--- config.mk ---
export PLATFORM = sky130hd
export DESIGN_NAME = bcd_adder_core
export DESIGN_NICKNAME = d
export VERILOG_FILES = /design/src/rtl/bcd_pkg.sv /design/src/rtl/bcd_bin5_to_bcd.sv /design/src/rtl/bcd_adder_core.sv
export SDC_FILE = /design/constraint.sdc
export NUM_CORES = 1
export LEC_CHECK = 0
export ABC_AREA = 1
export CORE_MARGIN = 4
export CORE_UTILIZATION = 50
export CTS_CLUSTER_DIAMETER = 40
export DETAILED_ROUTE_END_ITERATION = 6
export PLACE_DENSITY = 0.82
export SYNTH_ARGS = -nofsm -noshare
export SYNTH_HDL_FRONTEND = slang
export SYNTH_HIERARCHICAL = 1
export SYNTH_SLANG_ARGS = --single-unit
export TNS_END_PERCENT = 50
--- constraint.sdc ---
create_clock -name clk -period 4.4 [get_ports clk]
set_input_delay 0.88 -clock clk [delete_from_list [all_inputs] [get_ports clk]]
set_output_delay 0.88 -clock clk [all_outputs]
set_load 0.01 [all_outputs]
--- src/rtl/bcd_pkg.sv ---
// rtl/bcd_pkg.sv - shared constants and types for the single-digit BCD adder
package bcd_pkg;

  localparam int BCD_MAX     = 9;
  localparam int BCD_CORR    = 6;
  localparam int BCD_DIGIT_W = 4;

  typedef logic [BCD_DIGIT_W-1:0] bcd_digit_t;

  typedef struct packed {
    bcd_digit_t tens;
    bcd_digit_t ones;
  } bcd_pair_t;

endpackage

--- src/rtl/bcd_bin5_to_bcd.sv ---
// rtl/bcd_bin5_to_bcd.sv - combinational 5-bit binary to two-digit BCD conversion
module bcd_bin5_to_bcd
  import bcd_pkg::*;
(
  input  logic [4:0] bin,
  output bcd_digit_t tens,
  output bcd_digit_t ones,
  output logic       carry
);

  // Values 20..31 only arise from non-BCD inputs; they get a true subtract, not a mod-16 wrap.
  always_comb begin
    tens = '0;
    ones = bin[3:0];
    if (bin >= 5'd30) begin
      tens = 4'd3;
      ones = 4'(bin - 5'd30);
    end else if (bin >= 5'd20) begin
      tens = 4'd2;
      ones = 4'(bin - 5'd20);
    end else if (bin > 5'(BCD_MAX)) begin
      tens = 4'd1;
      ones = 4'(bin + 5'(BCD_CORR));
    end
  end

  assign carry = (tens != '0);

endmodule

--- src/rtl/bcd_adder_core.sv ---
// rtl/bcd_adder_core.sv - single-digit BCD adder with registered packed-BCD result and carry
module bcd_adder_core
  import bcd_pkg::*;
(
  input  logic       clk,
  input  logic       rst_n,
  input  logic [3:0] a,
  input  logic [3:0] b,
  input  logic       cin,
  output logic [7:0] sum,
  output logic       cout
);

  logic [4:0] bin;
  bcd_pair_t  pair;
  logic       carry;

  assign bin = {1'b0, a} + {1'b0, b} + {4'b0, cin};

  bcd_bin5_to_bcd u_conv (
    .bin   (bin),
    .tens  (pair.tens),
    .ones  (pair.ones),
    .carry (carry)
  );

  always_ff @(posedge clk) begin
    if (!rst_n) begin
      sum  <= 8'h00;
      cout <= 1'b0;
    end else begin
      sum  <= pair;
      cout <= carry;
    end
  end

endmodule

==> summary.log <==
INFO  placement      place.gp.congestion=0.8310
INFO  routing        wirelength=1204µm
INFO  cells_and_area final_core_util=0.7016
INFO  cells_and_area area.growth.synth_to_final=28.74%
INFO  clocking       clockRootBuffer=sky130_fd_sc_hd__clkbuf_4
INFO  cells_and_area final_nets=149
INFO  floorplanning  fp.coreArea=0.001350mm²
INFO  clocking       cts.hold.buffers_added=0
INFO  routing        drt-wirelength-per-cell=8.539µm
INFO  clocking       clock_tree.htree_level_count=1
INFO  min_path       worstHoldPathType=in2reg
INFO  grt            globalRouteTotalUtil=0.1277
INFO  cells_and_area final_layout_size_suffix_gt1_frac=0.1349
INFO  clocking       tritoncts=built
INFO  floorplanning  fp.dieArea=0.002149mm²
INFO  power          power_leakage=0.5308nW
INFO  routing        first_iter_violations=4
INFO  power          post-layout-total-power=317.6µW
INFO  grt            number_of_antenna_violations_at_the_first_check_in_global_routing=0
INFO  yosys          yosysUniqueCellTypes=20
INFO  timing         fin_setup_tns=0ps
INFO  yosys          async_reset_ff_frac=0
INFO  yosys          synth.yosys.warnings=6
INFO  yosys          register_bit_count_reported_by_yosys=9
INFO  cells_and_area n_antenna_cell=0
INFO  grt            pin_count_of_the_biggest_net_entering_global_routing=10
INFO  yosys          synthesis.area=735.7µm²
INFO  clocking       path_clk_slew=50ps
INFO  timing         fin_crit=3450ps
INFO  timing         maxSlewViolCount=0
INFO  floorplanning  floorplan.initialDensity=0.5449
INFO  critical_path  endpoint_kind=flip-flop
INFO  floorplanning  die_width=46.36µm
INFO  timing         timing_hold_violations_final=0
INFO  routing        drc=0
INFO  critical_path  path_max_fanout=7
INFO  critical_path  crit_required=4550ps
INFO  power          peakVddDrop=0.1365mV
INFO  timing         tightest_slew=545.7ps
INFO  grt            globalRoute.totalOverflow=0
INFO  cells_and_area number_of_filler_instances_in_the_final_layout=118
INFO  routing        dr.pass1.iters=4
INFO  yosys          synth-edff-count=0
INFO  critical_path  worst-endpoint-arrival=3600ps
INFO  clocking       cts.sink_count=9
INFO  critical_path  critPathLaunchType=input port
INFO  timing         rsz0062_at_grt=no
INFO  floorplanning  std_cell_rows=13
INFO  grt            grt_pass1_vias=556
INFO  yosys          synth_flop_cell=sky130_fd_sc_hd__dfxtp_1
INFO  min_path       hold_path_depth=3
INFO  timing         final_min_period_over_clock_period=0.7840
INFO  yosys          post_synth.cell_area_avg=6.941µm²
INFO  min_path       worst_hold_path_endpoint=sum[4]$_SDFF_PN0_
INFO  min_path       launch_point_of_the_worst_hold_path=rst_n
INFO  clocking       ctsLongestPathBuffers=2
INFO  power          power-per-cell-area=335.4mW/mm²
INFO  timing         hold_slack=1350ps
INFO  grt            grt_pass1_wl=1994µm
INFO  clocking       number_of_buffers_inserted_during_clock_tree_synthesis=3
INFO  timing         slew_headroom=0.6336
INFO  yosys          syn_inst=106
INFO  floorplanning  boundaryPins=20
INFO  clocking       post-cts-setup-buffer-count=0
INFO  clocking       cts_resized=0
INFO  run            cap_viol_max_count=0
INFO  floorplanning  die-height=46.36µm
INFO  yosys          yosysSeqAreaShare=0.2449
INFO  critical_path  worstSetupPathType=in2reg
INFO  timing         timing.final.setup_violations=0
INFO  placement      placement.io_buffers=19
INFO  outcome        outcome=finished clean
INFO  placement      dp_hpwl=1061µm
INFO  routing        dr_total_vias=648
INFO  routing        viasPerCell=4.596
INFO  critical_path  crit_path_start=a[0]
INFO  timing         clock.fmax=0.2899GHz
INFO  routing        drt.antenna.violating_nets=0
kinds of logic after synthesis:
logic type | synth area share
and+or+nand+nor | 0.2976
buffers and inverters | 0.1598
adders and majority gates | 0.2075
DFF | 0.2449
AOI/OAI and AO/OA | 0.06122
xor gates and xnor gates | 0.02381
other | 0.005097
routing by layer:
layer / vias up / part of all wire / GRT usage
li1: 353 / - / -
met1: 278 / 0.41 / 0.1302
met2: 15 / 0.52 / 0.2473
met3: 2 / 0.056 / 0.01172
met4: 0 / 0.015 / 0.06818
met5: - / 0 / 0
how the worst max path moves through the flow:
stage                   endpoint  cells after the start
2_1_floorplan  sum[1]$_SDFF_PN0_                     18
4_1_cts        sum[1]$_SDFF_PN0_                     19
3_5_place_dp   sum[1]$_SDFF_PN0_                     19
3_3_place_gp   sum[1]$_SDFF_PN0_                     19
5_1_grt        sum[1]$_SDFF_PN0_                     19
6_report       sum[1]$_SDFF_PN0_                     19
per-stage QoR:
step	cells	worst slack [ps]	instance area, µm²
2_1_floorplan	107	1465	739.5
3_3_place_gp	137	749.2	920.9
3_5_place_dp	137	681.2	920.9
4_1_cts	141	949.8	947.2
5_1_grt	141	665.7	947.2
6_report	141	950.3	947.2
cell usage after synthesis, types with 2 or more instances:
master	instances	area share
sky130_fd_sc_hd__nor2_1	2	0.010
sky130_fd_sc_hd__nand2_1	30	0.15
sky130_fd_sc_hd__fa_1	2	0.054
sky130_fd_sc_hd__a21oi_1	3	0.020
sky130_fd_sc_hd__nand2_2	4	0.034
sky130_fd_sc_hd__inv_1	18	0.092
sky130_fd_sc_hd__dfxtp_1	9	0.24
sky130_fd_sc_hd__ha_1	9	0.15
sky130_fd_sc_hd__nand3_1	10	0.068
sky130_fd_sc_hd__inv_2	6	0.031
sky130_fd_sc_hd__xnor2_1	2	0.024
sky130_fd_sc_hd__buf_4	3	0.031
placed cells by master, fill, tap and decap left out, types with 3 or more instances in the layout:
| cell type | n |
|---|---|
| sky130_fd_sc_hd__clkbuf_4 | 3 |
| sky130_fd_sc_hd__inv_2 | 6 |
| sky130_fd_sc_hd__a21oi_1 | 3 |
| sky130_fd_sc_hd__nand3_1 | 10 |
| sky130_fd_sc_hd__ha_1 | 9 |
| sky130_fd_sc_hd__inv_1 | 18 |
| sky130_fd_sc_hd__dfxtp_1 | 9 |
| sky130_fd_sc_hd__clkdlybuf4s50_1 | 19 |
| sky130_fd_sc_hd__nand2_2 | 4 |
| sky130_fd_sc_hd__nand2_1 | 30 |
final cells by class:
| type | instances | area [µm²] | area share |
|---|---|---|---|
| timing repair buffer | 19 | 190.2 | 0.2008 |
| tap | 15 | 18.77 | 0.01982 |
| inverter | 24 | 90.09 | 0.09511 |
| multi-input combinational | 70 | 441.7 | 0.4663 |
| sequential | 9 | 180.2 | 0.1902 |
| clock buffer | 4 | 26.28 | 0.02774 |
state kept, by name, summed over array words and instances, names as in the netlist:
register,cells
sum,8
cout,1
worst max-delay path, cell delays in order:
cell and delay [ps]:
sky130_fd_sc_hd__clkdlybuf4s50_1 490, sky130_fd_sc_hd__fa_1 220, sky130_fd_sc_hd__inv_1 60, sky130_fd_sc_hd__fa_1 400, sky130_fd_sc_hd__xnor2_1 470, sky130_fd_sc_hd__inv_1 170
sky130_fd_sc_hd__ha_1 220, sky130_fd_sc_hd__nand2_1 70, sky130_fd_sc_hd__nand2_1 50, sky130_fd_sc_hd__nand2_1 50, sky130_fd_sc_hd__nand2_1 90, sky130_fd_sc_hd__nand2_2 100
sky130_fd_sc_hd__inv_2 50, sky130_fd_sc_hd__nand2_2 60, sky130_fd_sc_hd__nand2_2 50, sky130_fd_sc_hd__nand2_1 50, sky130_fd_sc_hd__nand2_1 40, sky130_fd_sc_hd__nand2_1 60
sky130_fd_sc_hd__inv_1 40
power breakdown:
group | switching, mW | total (mW) | internal (mW) | leakage, nW
registers | 0.00276 | 0.0974 | 0.0946 | 0.0749
logic | 0.0864 | 0.160 | 0.0739 | 0.441
clock network | 0.0253 | 0.0600 | 0.0347 | 0.0150
total | 0.114 | 0.318 | 0.203 | 0.531
(Power assumes the default switching activity.)
